==> config.mk <==
export PLATFORM = sky130hd
export DESIGN_NAME = block_pool_2d
export DESIGN_NICKNAME = d
export VERILOG_FILES = /design/src/rtl/block_pool_2d.sv
export SDC_FILE = /design/constraint.sdc
export NUM_CORES = 1
export LEC_CHECK = 0
export ABC_CLOCK_PERIOD_IN_PS = 38200
export BUFFER_PORTS_ARGS = -buffer_cell sky130_fd_sc_hd__buf_4
export CAP_MARGIN = 30
export CORE_MARGIN = 1.5
export CORE_UTILIZATION = 49
export DETAILED_ROUTE_END_ITERATION = 7
export HOLD_SLACK_MARGIN = 0.15
export PLACE_DENSITY = 0.63
export SYNTH_ARGS = -nofsm -noshare
export SYNTH_HDL_FRONTEND = slang
export SYNTH_SLANG_ARGS = --single-unit
==> constraint.sdc <==
create_clock -name clk -period 38.2 [get_ports clk]
set_clock_uncertainty 0.2 [all_clocks]
set_input_delay 1.91 -clock clk [delete_from_list [all_inputs] [get_ports clk]]
set_output_delay 1.91 -clock clk [all_outputs]
set_load 0.02 [all_outputs]
==> src/rtl/block_pool_2d.sv <==
// ============================================================================
// block_pool_2d
// ----------------------------------------------------------------------------
// Reduces a raster-scan grayscale frame to an OUT_W x OUT_H grid of block
// statistics (mean or max) over true BLK_W x BLK_H rectangles. One accumulator
// per output column is kept; a block row reuses the same accumulators.
//
// Ports
//   clk        : single clock
//   rst_n      : asynchronous active-low reset
//   pixel_in   : unsigned input pixel (DATA_W bits)
//   valid_in   : pixel qualifier, no backpressure
//   new_frame  : synchronous frame restart (clears position, latches mode)
//   mode       : 0 = mean, 1 = max; sampled only at frame start
//   pixel_out  : pooled block value, held between pulses
//   valid_out  : one-cycle pulse per pooled value
//   out_col    : block column index of pixel_out
//   out_row    : block row index of pixel_out
//   frame_done : one-cycle pulse after the last pixel of a frame
// ============================================================================
module block_pool_2d #(
    parameter  int IMG_W  = 1242,
    parameter  int IMG_H  = 375,
    parameter  int BLK_W  = 48,
    parameter  int BLK_H  = 47,
    parameter  int DATA_W = 8,
    localparam int OUT_W  = IMG_W / BLK_W,
    localparam int OUT_H  = IMG_H / BLK_H,
    localparam int ACC_W  = DATA_W + $clog2(BLK_W * BLK_H),
    localparam int OC_W   = (OUT_W > 1) ? $clog2(OUT_W) : 1,
    localparam int OR_W   = (OUT_H > 1) ? $clog2(OUT_H) : 1
) (
    input  logic              clk,
    input  logic              rst_n,
    input  logic [DATA_W-1:0] pixel_in,
    input  logic              valid_in,
    input  logic              new_frame,
    input  logic              mode,
    output logic [DATA_W-1:0] pixel_out,
    output logic              valid_out,
    output logic [OC_W-1:0]   out_col,
    output logic [OR_W-1:0]   out_row,
    output logic              frame_done
);

    localparam int CW   = (IMG_W > 1) ? $clog2(IMG_W) : 1;
    localparam int RW   = (IMG_H > 1) ? $clog2(IMG_H) : 1;
    localparam int BXW  = (BLK_W > 1) ? $clog2(BLK_W) : 1;
    localparam int BYW  = (BLK_H > 1) ? $clog2(BLK_H) : 1;
    localparam int CW1  = CW + 1;
    localparam int RW1  = RW + 1;

    localparam logic [CW-1:0]    COL_LAST = CW'(IMG_W - 1);
    localparam logic [RW-1:0]    ROW_LAST = RW'(IMG_H - 1);
    localparam logic [BXW-1:0]   BX_LAST  = BXW'(BLK_W - 1);
    localparam logic [BYW-1:0]   BY_LAST  = BYW'(BLK_H - 1);
    localparam logic [OC_W-1:0]  OX_LAST  = OC_W'(OUT_W - 1);
    localparam logic [OR_W-1:0]  OY_LAST  = OR_W'(OUT_H - 1);
    // One extra bit so the region bound fits even when it equals the frame size
    localparam logic [CW1-1:0]   REG_W_C  = CW1'(OUT_W * BLK_W);
    localparam logic [RW1-1:0]   REG_H_C  = RW1'(OUT_H * BLK_H);
    localparam logic [ACC_W-1:0] BLK_N    = ACC_W'(BLK_W * BLK_H);

    // Position of the next pixel and the latched mode
    logic [CW-1:0]   col_q, col_d, col_e;
    logic [RW-1:0]   row_q, row_d, row_e;
    logic [BXW-1:0]  bx_q,  bx_d,  bx_e;
    logic [BYW-1:0]  by_q,  by_d,  by_e;
    logic [OC_W-1:0] ox_q,  ox_d,  ox_e;
    logic [OR_W-1:0] oy_q,  oy_d,  oy_e;
    logic            mode_q, mode_d, mode_e;

    // Output registers
    logic [DATA_W-1:0] pixel_out_q;
    logic              valid_out_q;
    logic [OC_W-1:0]   out_col_q;
    logic [OR_W-1:0]   out_row_q;
    logic              frame_done_q;

    // Per-column accumulators; no reset needed since each block's first pixel loads
    logic [ACC_W-1:0] acc_q [OUT_W];

    logic              in_region;
    logic              blk_first;
    logic              acc_we;
    logic              blk_done;
    logic              frame_end;
    logic [ACC_W-1:0]  acc_cur;
    logic [ACC_W-1:0]  pix_ext;
    logic [ACC_W-1:0]  acc_new;
    logic [DATA_W-1:0] mean_val;
    logic [DATA_W-1:0] result;

    // new_frame makes the coincident pixel land at (0,0) under the new mode
    assign col_e  = new_frame ? '0 : col_q;
    assign row_e  = new_frame ? '0 : row_q;
    assign bx_e   = new_frame ? '0 : bx_q;
    assign by_e   = new_frame ? '0 : by_q;
    assign ox_e   = new_frame ? '0 : ox_q;
    assign oy_e   = new_frame ? '0 : oy_q;
    assign mode_e = new_frame ? mode : mode_q;

    // Counter advance. ox/oy saturate at the last block so the remainder
    // columns/rows cycle bx/by harmlessly; the region test gates accumulation.
    always_comb begin
        col_d  = col_e;
        row_d  = row_e;
        bx_d   = bx_e;
        by_d   = by_e;
        ox_d   = ox_e;
        oy_d   = oy_e;
        mode_d = mode_e;
        if (valid_in) begin
            if (col_e == COL_LAST) begin
                col_d = '0;
                bx_d  = '0;
                ox_d  = '0;
                if (row_e == ROW_LAST) begin
                    row_d  = '0;
                    by_d   = '0;
                    oy_d   = '0;
                    mode_d = mode;      // re-latch at the automatic frame wrap
                end else begin
                    row_d = row_e + 1'b1;
                    if (by_e == BY_LAST) begin
                        by_d = '0;
                        if (oy_e != OY_LAST) oy_d = oy_e + 1'b1;
                    end else begin
                        by_d = by_e + 1'b1;
                    end
                end
            end else begin
                col_d = col_e + 1'b1;
                if (bx_e == BX_LAST) begin
                    bx_d = '0;
                    if (ox_e != OX_LAST) ox_d = ox_e + 1'b1;
                end else begin
                    bx_d = bx_e + 1'b1;
                end
            end
        end
    end

    // Datapath: the completing pixel is folded in before the result is formed
    always_comb begin
        in_region = ({1'b0, col_e} < REG_W_C) && ({1'b0, row_e} < REG_H_C);
        blk_first = (bx_e == '0) && (by_e == '0);
        acc_cur   = acc_q[ox_e];
        pix_ext   = ACC_W'(pixel_in);
        if (blk_first)
            acc_new = pix_ext;
        else if (mode_e)
            acc_new = (pix_ext > acc_cur) ? pix_ext : acc_cur;
        else
            acc_new = acc_cur + pix_ext;
        mean_val  = DATA_W'(acc_new / BLK_N);
        result    = mode_e ? acc_new[DATA_W-1:0] : mean_val;
        acc_we    = valid_in && in_region;
        blk_done  = acc_we && (bx_e == BX_LAST) && (by_e == BY_LAST);
        frame_end = valid_in && (col_e == COL_LAST) && (row_e == ROW_LAST);
    end

    always_ff @(posedge clk or negedge rst_n) begin
        if (!rst_n) begin
            col_q        <= '0;
            row_q        <= '0;
            bx_q         <= '0;
            by_q         <= '0;
            ox_q         <= '0;
            oy_q         <= '0;
            mode_q       <= 1'b0;
            pixel_out_q  <= '0;
            valid_out_q  <= 1'b0;
            out_col_q    <= '0;
            out_row_q    <= '0;
            frame_done_q <= 1'b0;
        end else begin
            col_q        <= col_d;
            row_q        <= row_d;
            bx_q         <= bx_d;
            by_q         <= by_d;
            ox_q         <= ox_d;
            oy_q         <= oy_d;
            mode_q       <= mode_d;
            valid_out_q  <= blk_done;
            frame_done_q <= frame_end;
            if (blk_done) begin
                pixel_out_q <= result;
                out_col_q   <= ox_e;
                out_row_q   <= oy_e;
            end
        end
    end

    always_ff @(posedge clk) begin
        if (acc_we) acc_q[ox_e] <= acc_new;
    end

    assign pixel_out  = pixel_out_q;
    assign valid_out  = valid_out_q;
    assign out_col    = out_col_q;
    assign out_row    = out_row_q;
    assign frame_done = frame_done_q;

endmodule

# Yosys cells after proc, flatten, opt, wreduce, memory -nomap -nowiden
# Memories as Yosys holds them, arrays and structs flattened.
# Index checks and enable logic that the tools add are counted.
# totals
register_bits	59
mem_bits_rw	500
inputBits	13
output_inout_bits	18
wordCells	76
mem_count	1
# mem_list
memory	words	word_bits	rd	rd_ports_with_merged_regs	wr	line	text
acc_q	25	20	1	0	1	81	logic [ACC_W-1:0] acc_q [OUT_W];
# classes
add_sub_neg	7
div	1
order_cmp	3
n_eq_ne	6
mux	37
reduce_logical	9
# ops
cell	count
$mux 20	3
$mux 6	9
$mux 9	4
$mux 11	3
$mux 5	5
$add 20x8->20	1
$div 20x12->20 const B	1
$gt 8x20->1	1
$mux 3	6
$add 6x1->6 const B	2
$eq 6x6->1 const B	2
$logic_not 6->1	2
$add 11x1->11 const B	1
$eq 11x11->1 const B	1
$lt 11x11->1 const B	1
$add 9x1->9 const B	1
$eq 9x9->1 const B	1
$lt 9x9->1 const B	1
$mux 8	1
$logic_and 1x1->1	7
$mux 1	6
$add 5x1->5 const B	1
$ne 5x5->1 const B	1
$add 3x1->3 const B	1
$ne 3x3->1 const B	1

# Depth between registers and ports, before layout
# An unclocked memory read counts as a cell.
# depth
depth_word	8
depth_mapped	55
mapped_depth_nobuf	42

# Least setup slack after synthesis
# No wires, ideal clock.
# synth_timing
path_type	in2reg
from	input new_frame
to	register pixel_out_q[0] (netlist: pixel_out[0])
setup_time_ns	0.136
arrival_time_ns	12.392
required_time_ns	37.864
slack_ns	25.472
path_stages	43
path_buffers	5
cell_sequence	nor2b_1 > clkbuf_1 > clkbuf_1 > buf_1 > clkbuf_1 > mux2i_1 > a221o_1 > nand3_1 > o221ai_1 > inv_1 > ha_1 > a21oi_1 > o21ai_0 > o31a_1 > o21a_1 > and2_1 > nand4_1 > o31ai_1 > [7 not listed] > a2111o_2 > xnor2_4 > or2_4 > o211a_2 > o21ai_2 > nand2_1 > or2_2 > a31o_1 > a31o_2 > a31oi_1 > nor2_1 > o32ai_2 > nand4_4 > a221oi_2 > nor3_1 > o311a_1 > a221oi_2 > o211ai_1
# synth_between
elab_chain_len	8
elab_cells_between_ends	25
classes_between	add/sub (1); div (1); order compare (3); eq/ne (2); mux (10); reduce/logical (7); memory (1)
# synth_rtl
element	line	text
start: declaration	37	input logic new_frame,
$mux 5 (*)	99	assign ox_e = new_frame ? '0 : ox_q;
named net ox_e[0]	69	logic [OC_W-1:0] ox_q, ox_d, ox_e;
$mem_v2 25x20 (*)	-	
$gt 8x20->1	153	acc_new = (pix_ext > acc_cur) ? pix_ext : acc_cur;
$mux 20	153	
$mux 20 (*)	152	else if (mode_e)
$mux 20 (*)	150	if (blk_first)
named net acc_new[17]	90	logic [ACC_W-1:0] acc_new;
$div 20x12->20 (*)	156	mean_val = DATA_W'(acc_new / BLK_N);
$mux 8 (*)	157	result = mode_e ? acc_new[DATA_W-1:0] : mean_val;
end signal: assignment	188	pixel_out_q <= result;
end: declaration	74	logic [DATA_W-1:0] pixel_out_q;
# Mark *: on every way through the listed nets, which the timed path passes. The rest lies on a longest branch.
# A chain may end at the register's enable or synchronous reset.

# Worst setup path after layout
# Ends and elaborated chain as after synthesis.

==> results.txt <==
status: finished, final reports clean
# IOs: 31
Core ar.: 0.0539 mm^2
worst hold start: out_col[0]
clock share of power: 0.352
Synth top cells by count: 500 x edfxtp_1, 162 x nand2_1, 134 x nor2_1
critical path launch point type: input port
area leader, netlist: edfxtp_1
Synth Area per Inst: 12.7 um^2
Mapped Nets: 2,147
slack of the critical path: 24.03 ns
Port Buffers: 30
post-synthesis mux area share: 0.0597
Peak VDD IR: 41.8 uV
net load switching power: 477 uW
Overflow after GRT: 0
Data required, critical path: 38.48 ns
Combinational Power Share: 0.226
WHS Path Cells: 2
FMAX: 70.6 MHz
Vias/cell: 6.41
post-route ant nets: 0
sequential fraction of the synthesis area: 0.616
Synth area leaders: edfxtp_1 56%, dfrtp_1 5.5%, mux2i_1 3.7%
CP Data Arrival Time: 14.45 ns
TritonRoute pass-1 iters: 5
FF-to-FF path depth: 43
FF+latch count, synth: 559
mapped cell area: 0.0268 mm^2
ant diodes: 0
Period Utilization, post-route: 0.371
post-route cell area: 0.0299 mm^2
Max-Cap Viols: 0
async set-reset flop share out of synthesis: 0.106
Post-CTS Setup Bufs: 0
sw frac: 0.296
Final setup viols: 0
WS Path Type: in -> reg
All-Layer GR Usage: 0.262
nets: 2,172
share of layout cells above drive strength 1: 0.148
most frequent cell after synthesis: edfxtp_1
global-route wire length before repair: 111 mm
CP max-delay cell: inv_2
area fraction in compound gates after synthesis: 0.147
DRT Wirelength: 73.8 mm
Sink Count: 559
CTS tree: done
Post-CTS Resized: 0
area share of the largest cell type after synthesis: 0.561
XOR/XNOR Fraction of Synth Area: 0.0140
clock-pin slew on the worst setup and hold paths: 0.06 ns
initial antenna violation count: 0
leakage power: 0.00985 uW
Rows: 85
Period minus WS final: 14.17 ns
nature of the critical path endpoint: register
clk_lat worst skew: 0.63 ns
largest net degree at the start of global routing: 101
H-tree depth: 2
Worst-Margin Slew: 1.04 ns
simple-gate portion of the synthesized area: 0.119
via count: 18,400
GPL Wtd Cong: 0.873
critical path fanouts, max: 47
Post-Synth Adder-Cell Area: 0.0147
# DRC: 0
Pint: 1130 uW
sequential power share: 0.422
Yosys warning total: 0
Inserted Clock Buffers: 57
endpoints failing hold: 0
Area after DPL: 0.0279 mm^2
Pwr Total: 1610 uW
Max-slew headroom: 0.304
worst setup path startpoint: new_frame
Pins Over Slew Limit: 0
Root Buffer: clkbuf_16
DIE HEIGHT: 237 um
dpl hpwl: 46.4 mm
vias in the first global route: 17,600
Syn Inst Count: 2,104
Post-synth EDFFs: 500
Initial DRC Count: 2,085
Die Wd: 237 um
top_reg_cell synth: edfxtp_1
Fill cells: 4,373
Setup TNS Final: 0 ns
die area: 0.0560 mm^2
largest family of logic cells by synthesized area: compound AO/OA/AOI/OAI gates
max incr delay on CP: 0.80 ns
Netlist cell types: 131
hold_buf cts: 0
worst flop-to-flop path startpoint: ox_q[0]
Hold Crit Class: reg -> reg
Setup WS pre-CTS: 23.70 ns
post-DR wirelength/cell: 25.7 um
PwrDens: 53.9 mW/mm^2
CTS max path bufs: 3
RSZ-0062 raised after global routing: false
Initial Utilization: 0.496
Area Overhead vs Synth: 11.6%
[final timing paths]
| check | to | slack [ns] |
|---|---|---|
| max | pixel_out[0] | 24.03 |
| min | out_col[0] | 0.28 |
| max reg2reg | pixel_out[0] | 24.47 |
| min reg2reg | out_col[0] | 0.28 |
| max in group asynchronous | ox_q[0] | 36.02 |
| min in group asynchronous | row_q[1] | 1.17 |
[critical path, delay by kind of cell]
family | cells | cell delay (ns)
compound gates | 21 | 5.80
simple gates | 14 | 3.43
buf+inv | 4 | 1.90
mux | 1 | 0.77
fa+ha+maj | 1 | 0.41
xor+xnor | 1 | 0.16
[area by class of cell]
class,count,area (um^2),share of cell area
clock inverter,34,375,0.0126
inverter,50,193,0.00645
tap,696,871,0.0292
multi-input combinational,1381,9670,0.324
clock buffer,73,1530,0.0511
timing repair buffer,80,732,0.0245
sequential,559,16500,0.552
[power by group through the flow]
stage / Combinational, uW / Sequential [uW] / Clock, uW
final: 364 / 679 / 567
after CTS: 356 / 679 / 572
after global placement: 350 / 692 / 0
after detailed placement: 354 / 692 / 0
after floorplan: 270 / 692 / 0
after global routing: 397 / 679 / 596
[sequential cells by signal (all words and copies together), names as in the netlist, 5 cells and up]
signal / flops
bx_q: 6
by_q: 6
pixel_out: 8
col_q: 11
acc_q: 500
ox_q: 5
out_col: 5
row_q: 9
[metal layers]
layer,up-vias,track usage,routed length [um]
li1,8268,-,-
met1,9381,0.379,32300
met2,662,0.425,35100
met3,96,0.0350,5020
met4,0,0.0556,1250
met5,-,0,0
[stage by stage]
step	util	cells	hold slack (ns)
3_5_place_dp	0.517	2763	0.276
6_report	0.554	2873	0.282
2_1_floorplan	-	2104	0.305
5_1_grt	0.554	2873	0.313
4_1_cts	0.553	2870	0.290
3_3_place_gp	0.515	2757	0.265
[placed cells by master (no fill, tap or decap), drive strengths merged, types with 10 or more instances in the layout]
master  synthesis  routed
a211oi         31      31
a21o           10      10
a21oi         108     108
a221o          21      21
a221oi         15      15
a22oi          30      30
a31oi          29      29
and2           23      23
and3           17      17
buf            57      80
clkbuf         57      73
clkinv          1      23
dfrtp          59      59
edfxtp        500     500
ha             29      29
inv            49      51
mux2           38      38
mux2i         101     101
nand2         163     163
nand2b         13      13
nand3          55      55
nand3b         11      11
nand4          33      33
nor2          136     136
nor2b          31      31
nor3           54      54
nor4           18      18
o211ai         19      19
o21ai         115     115
o221ai         11      11
o22ai          50      50
or2            16      16
xnor2          24      24
xor2           15      15
[cell families after synthesis]
logic type	Yosys count
AND/OR/NAND/NOR	612
flip-flops	559
AO/OA/AOI/OAI	554
buffers and inverters	164
multiplexers	145
XOR/XNOR	39
adder cells (fa/ha/maj)	31
(Power assumes the default switching activity.)
